`config.mk`:
```
export PLATFORM = sky130hd
export DESIGN_NAME = conv_pe_sequencer
export DESIGN_NICKNAME = d
export VERILOG_FILES = /design/src/rtl/conv_pe_sequencer.sv
export SDC_FILE = /design/constraint.sdc
export NUM_CORES = 1
export LEC_CHECK = 0
export ABC_CLOCK_PERIOD_IN_PS = 2300
export BUFFER_PORTS_ARGS = -buffer_cell sky130_fd_sc_hd__buf_2
export CORE_ASPECT_RATIO = 0.75
export CORE_MARGIN = 5
export CORE_UTILIZATION = 49
export CTS_CLUSTER_DIAMETER = 200
export CTS_CLUSTER_SIZE = 25
export DETAILED_ROUTE_END_ITERATION = 6
export HOLD_SLACK_MARGIN = 0.02
export PLACE_DENSITY = 0.79
export REMOVE_ABC_BUFFERS = 1
export SLEW_MARGIN = 10
export SYNTH_ARGS = -nofsm -noshare
export SYNTH_HDL_FRONTEND = slang
export SYNTH_SLANG_ARGS = --single-unit
```
`constraint.sdc`:
```
create_clock -name i_clk -period 2.3 [get_ports i_clk]
set_clock_uncertainty 0.15 [all_clocks]
set_input_delay 0.46 -clock i_clk [delete_from_list [all_inputs] [get_ports i_clk]]
set_output_delay 0.46 -clock i_clk [all_outputs]
set_load 0.05 [all_outputs]
```
`src/rtl/conv_pe_sequencer.sv`:
```
// Sequencer for one DSP-cascade convolution PE: serial weight load, raster
// feature-map streaming, continuous-enable drain and in-order result write-back.
module conv_pe_sequencer #(
    parameter  int KERNEL_SIZE = 3,
    parameter  int FM_SIZE     = 4,
    parameter  int DRAIN_MAX   = 4 * FM_SIZE * KERNEL_SIZE,
    localparam int N_PIX       = FM_SIZE * FM_SIZE,
    localparam int N_OUT       = (FM_SIZE - KERNEL_SIZE + 1) * (FM_SIZE - KERNEL_SIZE + 1),
    localparam int FM_AW       = $clog2(N_PIX),
    localparam int RES_AW      = (N_OUT > 1) ? $clog2(N_OUT) : 1,
    localparam int N_W         = KERNEL_SIZE * KERNEL_SIZE
) (
    input  logic                  i_clk,
    input  logic                  i_rst_n,
    input  logic                  i_start,
    input  logic                  i_abort,
    output logic                  o_busy,
    output logic                  o_done,
    output logic                  o_err,
    input  logic                  i_w_valid,
    input  logic [17:0]           i_w_data,
    output logic                  o_w_ready,
    output logic [N_W*18-1:0]     o_weight,
    output logic                  o_fm_rd,
    output logic [FM_AW-1:0]      o_fm_addr,
    input  logic [29:0]           i_fm_data,
    output logic [29:0]           o_pe_data,
    output logic                  o_pe_en,
    input  logic                  i_pe_valid,
    input  logic [47:0]           i_pe_p,
    output logic                  o_res_we,
    output logic [RES_AW-1:0]     o_res_addr,
    output logic [47:0]           o_res_data
);

    localparam int WI_W = (N_W > 1) ? $clog2(N_W) : 1;
    localparam int RC_W = $clog2(N_OUT + 1);
    localparam int DC_W = $clog2(DRAIN_MAX + 1);

    localparam logic [WI_W-1:0]  W_LAST   = WI_W'(N_W - 1);
    localparam logic [FM_AW-1:0] PIX_LAST = FM_AW'(N_PIX - 1);
    localparam logic [RC_W-1:0]  RC_FULL  = RC_W'(N_OUT);
    localparam logic [DC_W-1:0]  DC_LAST  = DC_W'(DRAIN_MAX - 1);

    typedef enum logic [2:0] {
        S_IDLE,
        S_LOAD_W,
        S_STREAM,
        S_DRAIN,
        S_DONE
    } state_t;

    state_t              state_q;
    logic                busy_q;
    logic                done_q;
    logic                err_q;
    logic                w_ready_q;
    logic [17:0]         weight_q [N_W];
    logic [WI_W-1:0]     w_idx_q;
    logic                fm_rd_q;
    logic [FM_AW-1:0]    fm_addr_q;
    logic                rd_dly_q;
    logic                res_we_q;
    logic [RES_AW-1:0]   res_addr_q;
    logic [47:0]         res_data_q;
    logic [RC_W-1:0]     res_cnt_q;
    logic [DC_W-1:0]     drain_cnt_q;

    logic w_acc;
    logic res_take;

    assign w_acc    = w_ready_q & i_w_valid;
    // Results are only taken while the PE is actually being fed or drained.
    assign res_take = ((state_q == S_STREAM) || (state_q == S_DRAIN)) &&
                      i_pe_valid && (res_cnt_q < RC_FULL);

    always_ff @(posedge i_clk or negedge i_rst_n) begin
        if (!i_rst_n) begin
            state_q     <= S_IDLE;
            busy_q      <= 1'b0;
            done_q      <= 1'b0;
            err_q       <= 1'b0;
            w_ready_q   <= 1'b0;
            weight_q    <= '{default: '0};
            w_idx_q     <= '0;
            fm_rd_q     <= 1'b0;
            fm_addr_q   <= '0;
            rd_dly_q    <= 1'b0;
            res_we_q    <= 1'b0;
            res_addr_q  <= '0;
            res_data_q  <= '0;
            res_cnt_q   <= '0;
            drain_cnt_q <= '0;
        end else begin
            done_q   <= 1'b0;
            res_we_q <= 1'b0;
            rd_dly_q <= fm_rd_q;

            if (w_acc) begin
                weight_q[w_idx_q] <= i_w_data;
            end

            if (res_take) begin
                res_we_q   <= 1'b1;
                res_addr_q <= res_cnt_q[RES_AW-1:0];
                res_data_q <= i_pe_p;
                res_cnt_q  <= res_cnt_q + 1'b1;
            end

            case (state_q)
                S_IDLE: begin
                    if (i_start && !i_abort) begin
                        state_q     <= S_LOAD_W;
                        busy_q      <= 1'b1;
                        w_ready_q   <= 1'b1;
                        err_q       <= 1'b0;
                        w_idx_q     <= '0;
                        fm_addr_q   <= '0;
                        res_cnt_q   <= '0;
                        drain_cnt_q <= '0;
                    end
                end
                S_LOAD_W: begin
                    if (w_acc) begin
                        if (w_idx_q == W_LAST) begin
                            state_q   <= S_STREAM;
                            w_ready_q <= 1'b0;
                            w_idx_q   <= '0;
                            fm_rd_q   <= 1'b1;
                            fm_addr_q <= '0;
                        end else begin
                            w_idx_q <= w_idx_q + 1'b1;
                        end
                    end
                end
                S_STREAM: begin
                    if (fm_addr_q == PIX_LAST) begin
                        state_q   <= S_DRAIN;
                        fm_rd_q   <= 1'b0;
                        fm_addr_q <= '0;
                    end else begin
                        fm_addr_q <= fm_addr_q + 1'b1;
                    end
                end
                S_DRAIN: begin
                    // Uses the registered count so DONE follows the final write.
                    if (res_cnt_q == RC_FULL) begin
                        state_q <= S_DONE;
                        done_q  <= 1'b1;
                    end else if (drain_cnt_q == DC_LAST) begin
                        state_q     <= S_DONE;
                        done_q      <= 1'b1;
                        err_q       <= 1'b1;
                        drain_cnt_q <= drain_cnt_q + 1'b1;
                    end else begin
                        drain_cnt_q <= drain_cnt_q + 1'b1;
                    end
                end
                S_DONE: begin
                    state_q     <= S_IDLE;
                    busy_q      <= 1'b0;
                    res_cnt_q   <= '0;
                    drain_cnt_q <= '0;
                end
                default: begin
                    state_q <= S_IDLE;
                    busy_q  <= 1'b0;
                end
            endcase

            // Abort overrides everything above; weights and the error flag survive.
            if (i_abort && (state_q != S_IDLE)) begin
                state_q     <= S_IDLE;
                busy_q      <= 1'b0;
                done_q      <= 1'b0;
                w_ready_q   <= 1'b0;
                w_idx_q     <= '0;
                fm_rd_q     <= 1'b0;
                fm_addr_q   <= '0;
                rd_dly_q    <= 1'b0;
                res_we_q    <= 1'b0;
                res_cnt_q   <= '0;
                drain_cnt_q <= '0;
            end
        end
    end

    for (genvar gi = 0; gi < N_W; gi++) begin : g_weight
        assign o_weight[gi*18 +: 18] = weight_q[gi];
    end

    assign o_busy     = busy_q;
    assign o_done     = done_q;
    assign o_err      = err_q;
    assign o_w_ready  = w_ready_q;
    assign o_fm_rd    = fm_rd_q;
    assign o_fm_addr  = fm_addr_q;
    assign o_pe_en    = rd_dly_q | (state_q == S_DRAIN);
    assign o_pe_data  = rd_dly_q ? i_fm_data : '0;
    assign o_res_we   = res_we_q;
    assign o_res_addr = res_addr_q;
    assign o_res_data = res_data_q;

endmodule

```
# == After elaboration in Yosys (flattened, before gate mapping) ==
# Cells that the tools add are included.
# op_classes
magnitude_cmp,3
add_sub_neg,4
n_reduce_logical,23
muxes,53
bitwise_logic,3
eq_ne,18
# op_table
operator,n
bitwise mux 162 bit,1
demux 18 bit (select 4 bit),1
two-way mux 4 bit,8
two-way mux 3 bit,10
two-way mux 30 bit,1
two-way mux 1 bit,19
two-way mux 18 bit,1
two-way mux 6 bit,3
case mux 6 bit (3 select lines),1
AND reduction 4 bit,4
case mux 3 bit (4 select lines),1
case mux 4 bit (3 select lines),1
inequality test 3 bit (second input constant),3
nonzero test 3 bit,3
adder 4 x 1 -> 4 bit (second input constant),2
== test 4 bit (second input constant),2
case mux 1 bit (2 select lines),4
case mux 4 bit (2 select lines),1
nonzero test 4 bit,2
adder 6 x 1 -> 6 bit (second input constant),1
== test 3 x 2 -> 1 bit (second input constant),2
== test 3 bit (second input constant),2
== test 6 bit (second input constant),1
case mux 3 bit (2 select lines),1
22 further kinds,29
# word_totals
in_bits,102
reg_bits,239
output_inout_bits,253
elab_cells,127

# == Logic depth before layout (Yosys ltp) ==
# Gate-level depths: netlist of the first run.
# logic_depth
ltp_word,8
depth_mapped,7

# == Least setup slack after synthesis of the first run ==
# Ideal clock, no wire load.
# synth_path
path_type,reg-to-reg
from,register w_ready_q (netlist: o_w_ready)
to,"register weight_q, in the netlist o_weight[10]"
n_path_buf,1
path_stages_with_launch,5
setup_slack_ps,35
setup_time_ps,125
required_ps,2025
t_arrival_ps,1991
cell_sequence,dfrtp_1 nand2_1 nor4b_4 buf_4 mux2_2
# synth_between
elab_chain_cells,1
# synth_lines
item,line_no,text
"start, declared",57,logic w_ready_q;
"start signal, assigned",83,w_ready_q <= 1'b0;
"start signal, assigned",115,w_ready_q <= 1'b1;
"start signal, assigned",127,w_ready_q <= 1'b0;
bitwise AND 1 bit,72,assign w_acc = w_ready_q & i_w_valid;
"end signal, assigned by index",100,weight_q[w_idx_q] <= i_w_data;
"end, declared",58,logic [17:0] weight_q [N_W];
# No other way between the ends.
# A chain may end at the register's enable or synchronous reset.

# == Worst setup path in the final report of the first run ==
# layout_path
from,register rd_dly_q
to,output o_pe_data[0]
# layout_between
elab_chain_cells,1
# layout_lines
item,line_no,text
"start, declared",62,logic rd_dly_q;
"start signal, assigned",97,rd_dly_q <= fm_rd_q;
two-way mux 30 bit,199,assign o_pe_data = rd_dly_q ? i_fm_data : '0;
"end, declared",27,"output logic [29:0] o_pe_data,"
# No other way between the ends.

==> results_dict.tcl, run 1 <==
set metrics [dict create \
    status "finished clean" \
    cts_buffer_depth 3 \
    grt_max_degree 63 \
    yosysTopAreaCellShare 0.622 \
    cp.required_ns 1.69 \
    r2r_slack_ns 0.25 \
    num-fill-cells 1480 \
    synth-adder-area-share 0.0104 \
    yosys-top-cells-count "dfrtp_1, mux2_2, nand2_1" \
    synth-xor-area-share 0.00364 \
    route.detailed.vias_per_inst 5.23 \
    top_layer "met4" \
    synth_compound_area_frac 0.0277 \
    hold_violations 0 \
    synth_edf_count 0 \
    htreeDepth 1 \
    yosysTopAreaCell "dfrtp_1" \
    port_buffers 354 \
    area_growth_pct 27.2 \
    cts_tree "built" \
    core_mm2 0.0193 \
    slew_viol_final 0 \
    yosysSeqAreaShare 0.622 \
    synthTopCellsByArea "dfrtp_1, mux2_2, nand2_1" \
    postRouteAntennaNets 0 \
    period_share 0.932 \
    drc 0 \
    yosys.area_share.simple 0.0860 \
    max_freq_mhz 467 \
    met2_length_mm 12.9 \
    ys_seq_elements 239 \
    antenna_cells 0 \
    synthMuxAreaShare 0.232 \
    initial_core_util 0.498 \
    gp_congestion 0.817 \
    cp.arrival_ns 1.53 \
    crit_fanout 31 \
    numClockSinks 239 \
    grt_overflow_total 0 \
    drt-pass1-iter-count 4 \
    yosys_warnings 0 \
    grt_usage 0.220 \
    routed-wl-met3_mm 1.94 \
    clock_latency_ns 0.47 \
    m1WireLength_mm 10.2 \
    layout-drive-gt1-share 0.575 \
    ys.flop_type "dfrtp_1" \
    grt_pass1_wl_mm 39.7 \
    irDropWorstVdd_uv 809 \
    dieArea_mm2 0.0226 \
    nets 1163 \
    critPathLaunchType "register" \
    post_cts_buffers 0 \
    cts.clk_slew.worst_paths_ns 0.10 \
    wl_per_cell_um 19.7 \
    worst_pin_slew_ns 0.654 \
    cts_buffers 13 \
    die_height_um 131 \
    synth.avg_cell_area_um2 14.0 \
    setup_violations 0 \
    ios 355 \
    syn_inst 687 \
    dp.cells 1290 \
    initialDrtViolationCount 470 \
    antenna_found_initial 0 \
    synth_cell_types 48 \
    ys_async_sr_fraction 1.00 \
    finalNonFillerCells 1306 \
    rsz0062_at_grt "false" \
    p_per_area_mw_per_mm2 943 \
    synth_top_family_by_area "multiplexers" \
    wl_mm 25.7 \
    rows 44 \
    min_period_ns 2.14 \
    slew_headroom 0.558 \
    tns_ns 0 \
    post-synth-top-count-cell "dfrtp_1" \
    max_cap_violations 0 \
    cts_root_buf "clkbuf_16" \
    worstHoldPathType "in2reg" \
    grt_pass1_vias 7047 \
    synth_area_mm2 0.00962 \
    p_leak_nw 6.90 \
    worstSetupPathType "reg2out" \
    dp_hpwl_mm 19.0 \
    end_kind "primary output" \
    die_w_um 172 \
    vias 6827 \
]
power breakdown:
group / internal, mW / total, mW / switching (mW)
registers: 4.82 / 5.14 / 0.325
logic: 1.02 / 4.02 / 3.00
clock network: 1.04 / 2.37 / 1.32
final cells by class:
class	count	area (um^2)	share of cell area
clock buffer	13	325	0.0266
clock inverter	2	25.0	0.00205
inverter	10	37.5	0.00307
multi-input combinational	411	3480	0.284
sequential	239	5980	0.489
tap	253	317	0.0259
timing repair buffer	378	2060	0.169
critical path, cell delays in order (launching register included):
cell	delay (ns)
dfrtp_2	0.59
and2_1	0.21
buf_2	0.27
path summary, 6_finish.rpt:
kind / start / end / cells past startpoint
hold / removal: i_pe_p[14] / o_res_data[14]$_DFFE_PN0N_ / 2
setup / recovery: rd_dly_q$_DFF_PN0_ / o_pe_data[0] / 2
setup reg to reg: w_idx_q[0]$_DFFE_PN0P_ / state_q[1]$_DFFE_PN0P_ / 6
min in group asynchronous: i_rst_n / o_weight[117]$_DFFE_PN0P_ / 2
hold reg to reg: o_weight[151]$_DFFE_PN0P_ / o_weight[151]$_DFFE_PN0P_ / 2
max in group asynchronous: i_rst_n / o_res_addr[0]$_DFFE_PN0N_ / 3
per-layer routing:
metal  up-vias  GRT usage
li1       3110          -
met1      3429      0.279
met2       250      0.378
met3        38     0.0544
met4         0     0.0594
met5         -          0
flip-flops by register name, summed over array words and instances, names as in the netlist:
| name | cells |
|---|---|
| o_fm_rd | 1 |
| o_fm_addr | 4 |
| o_done | 1 |
| res_cnt_q | 3 |
| o_weight | 162 |
| o_w_ready | 1 |
| o_err | 1 |
| rd_dly_q | 1 |
| o_res_data | 48 |
| w_idx_q | 4 |
| state_q | 3 |
| o_res_addr | 2 |
| o_busy | 1 |
| drain_cnt_q | 6 |
| o_res_we | 1 |
what timing repair did:
action,4_1_cts,5_1_grt
cloned,0,0
endpoints found under the setup margin,31,1
resized for setup,2,2
hold buffers,1,0
endpoints found under the hold margin,55,0
stage by stage:
stage / setup slack (ns) / cell area [um^2] / power (mW) / utilization / hold slack (ns)
floorplan: -1.34 / 9480 / 8.06 / - / 0.0144
global placement: 0.249 / 11900 / 9.19 / 0.614 / 0.302
detailed placement: 0.147 / 11900 / 9.27 / 0.614 / 0.304
CTS: 0.0359 / 12200 / 11.6 / 0.633 / 0.0391
global route: 0.0599 / 12200 / 12.0 / 0.633 / 0.0347
finish: 0.157 / 12200 / 11.5 / 0.633 / 0.0488
layout by cell type, fill, tap and decap left out, types with 4 or more instances in the layout:
cell type,n
buf_2,353
dfrtp_1,236
mux2_2,194
nand2_1,69
and2_1,33
buf_4,15
nor2_1,13
clkbuf_16,13
a21oi_1,12
inv_1,10
nand3_1,10
ha_1,8
buf_12,8
nand2_2,7
mux2i_1,5
o21ai_0,5
nand3b_1,4
o2111ai_1,4
logic make-up (layout without fill, tap and decap cells):
logic type,count (synthesis),in the layout
flip-flops,239,239
AND/OR/NAND/NOR,160,160
XOR/XNOR,4,4
buffers and inverters,37,403
adder cells (fa/ha/maj),8,8
multiplexers,199,199
AO/OA/AOI/OAI,40,40
No activity file was read; power rests on OpenSTA's default activity.
==> inputs of run 2 (changes only) <==
Settings changed: CELL_PAD_IN_SITES_DETAIL_PLACEMENT set to 1, CELL_PAD_IN_SITES_GLOBAL_PLACEMENT set to 2, CORE_UTILIZATION 49 to 32, CTS_CLUSTER_DIAMETER 200 to not set, PLACE_DENSITY 0.79 to not set, PLACE_DENSITY_LB_ADDON set to 0.1, SLEW_MARGIN 10 to not set.
==> results_dict.tcl, run 2 (synthesis gave the netlist of run 1 again) <==
set metrics [dict create \
    dieArea_mm2 0.0337 \
    status "finished clean" \
    worst_pin_slew_ns 0.494 \
    core_mm2 0.0299 \
    ios 355 \
    p_per_area_mw_per_mm2 1010 \
    worstHoldPathCells 3 \
    rsz0062_at_grt "false" \
    r2r_start "w_idx_q[0]$_DFFE_PN0P_" \
    wl_per_cell_um 20.1 \
    area_growth_pct 40.7 \
    htreeDepth 1 \
    crit_fanout 10 \
    cp.arrival_ns 1.58 \
    slowest_delay_ns 0.46 \
    top_layer "met4" \
    cp-startpoint "state_q[1]$_DFFE_PN0P_" \
    drc 0 \
    max_cap_violations 0 \
    fin_ws_ns 0.114 \
    antenna_found_initial 1 \
    routed-wl-met3_mm 2.21 \
    min_period_ns 2.19 \
    nets 1238 \
    crit_chain "inv_1 -> nor2_2 -> a21o_1 -> buf_4" \
    cts_buffers 26 \
    crit_slowest_cell "dfrtp_2" \
    initialDrtViolationCount 261 \
    postRouteAntennaNets 0 \
    setup_violations 0 \
    worstHoldPathType "in2reg" \
    layout-drive-gt1-share 0.559 \
    cts_buffer_depth 3 \
    grt_usage 0.179 \
    end_kind "primary output" \
    period_share 0.950 \
    pre_cts_slack_ns 0.189 \
    dp_hpwl_mm 22.3 \
    cts.clk_slew.worst_paths_ns 0.06 \
    max_freq_mhz 457 \
    r2r_slack_ns 0.17 \
    hold_violations 0 \
    whs_ns 0.0704 \
    cts_root_buf "clkbuf_16" \
    p_leak_nw 7.43 \
    cts_tree "built" \
    drt-pass1-iter-count 5 \
    endpoint "o_pe_en" \
    grt_max_degree 54 \
    power_mw 13.7 \
    vias 7199 \
    port_buffers 354 \
    critPathLaunchType "register" \
    grt_pass1_wl_mm 47.8 \
    irDropWorstVdd_uv 791 \
    route.detailed.vias_per_inst 4.65 \
    final_common_cell "buf_2" \
    die_height_um 160 \
    rows 55 \
    initial_core_util 0.321 \
    gp_congestion 0.823 \
    die_w_um 210 \
    wl_mm 31.1 \
    m1WireLength_mm 13.7 \
    clock_latency_ns 0.53 \
    cp.required_ns 1.69 \
    grt_pass1_vias 7803 \
    grt_overflow_total 0 \
    met2_length_mm 14.5 \
    largest_register_ffs 162 \
    slew_viol_final 0 \
    final_cell_mix "buf_2, dfrtp_1, mux2_2, nand2_1, dlygate4sd3_1" \
    r2r-end "o_fm_addr[3]$_DFFE_PN0P_" \
    numClockSinks 239 \
    slew_headroom 0.670 \
    worstSetupPathType "reg2out" \
    post_cts_buffers 0 \
    r2r_cells 6 \
]
## run 2: cell count changes in the layout (fill, tap and decap cells not counted), moves of 4 or more
cell           previous run  this run
dlygate4sd3_1             1        49
buf_4                    15        32
clkbuf_16                13        26
clkbuf_1                  0         8
bufinv_16                 0         5
clkinv_2                  0         4
## run 2: worst min-delay path by stage
stage / start / end / slack [ns]
global placement: i_rst_n / o_res_data[2]$_DFFE_PN0N_ / 0.25
global route: i_w_data[11] / o_weight[155]$_DFFE_PN0P_ / 0.06
finish: i_pe_valid / res_cnt_q[2]$_DFF_PN0_ / 0.07
CTS: i_pe_valid / res_cnt_q[2]$_DFF_PN0_ / 0.05
detailed placement: i_rst_n / o_res_data[2]$_DFFE_PN0N_ / 0.25
floorplan: i_rst_n / drain_cnt_q[0]$_DFFE_PN0P_ / 0.01
## run 2: routing by layer
metal  global-route usage  vias to the layer above
met5                    0                        -
met4               0.0403                        0
met3               0.0489                       39
met2                0.286                      206
met1                0.246                     3660
li1                     -                     3294
## run 2: cell type report
class | count | area [um^2]
Sequential cell | 239 | 5980
Clock buffer | 36 | 708
Antenna cell | 1 | 2.50
Inverter | 10 | 37.5
Clock inverter | 11 | 195
Timing Repair Buffer | 440 | 2630
Multi-Input combinational cell | 411 | 3480
Fill cell | 3208 | 16400
Tap cell | 399 | 499
## run 2: power breakdown
group          leakage [nW]  switching [mW]  total [mW]  internal (mW)
sequential             3.21           0.320        5.15           4.83
combinational          3.78            3.03        4.10           1.08
clock                 0.442            1.72        4.44           2.72
total                  7.43            5.07        13.7           8.62
## run 2: worst max-delay path, delay by kind of cell, from the launching register on
| kind | cells | cell delay [ns] |
|---|---|---|
| flip-flops | 1 | 0.46 |
| AO/OA/AOI/OAI | 1 | 0.13 |
| buffers and inverters | 2 | 0.31 |
| AND/OR/NAND/NOR | 1 | 0.16 |
## run 2: what timing repair did
item,CTS,global route
gates cloned,0,0
hold buffers,49,0
gates resized for setup,2,1
endpoints found under the hold margin,85,0
endpoints found under the setup margin,1,1
## run 2: stage by stage
step,cell area (um^2),TNS [ns],util,instances
finish,13500,0,0.452,1547
global route,13500,0,0.452,1547
CTS,13500,0,0.452,1546
detailed placement,12100,0,0.405,1450
global placement,12100,0,0.405,1450
floorplan,9480,-70.25,-,660
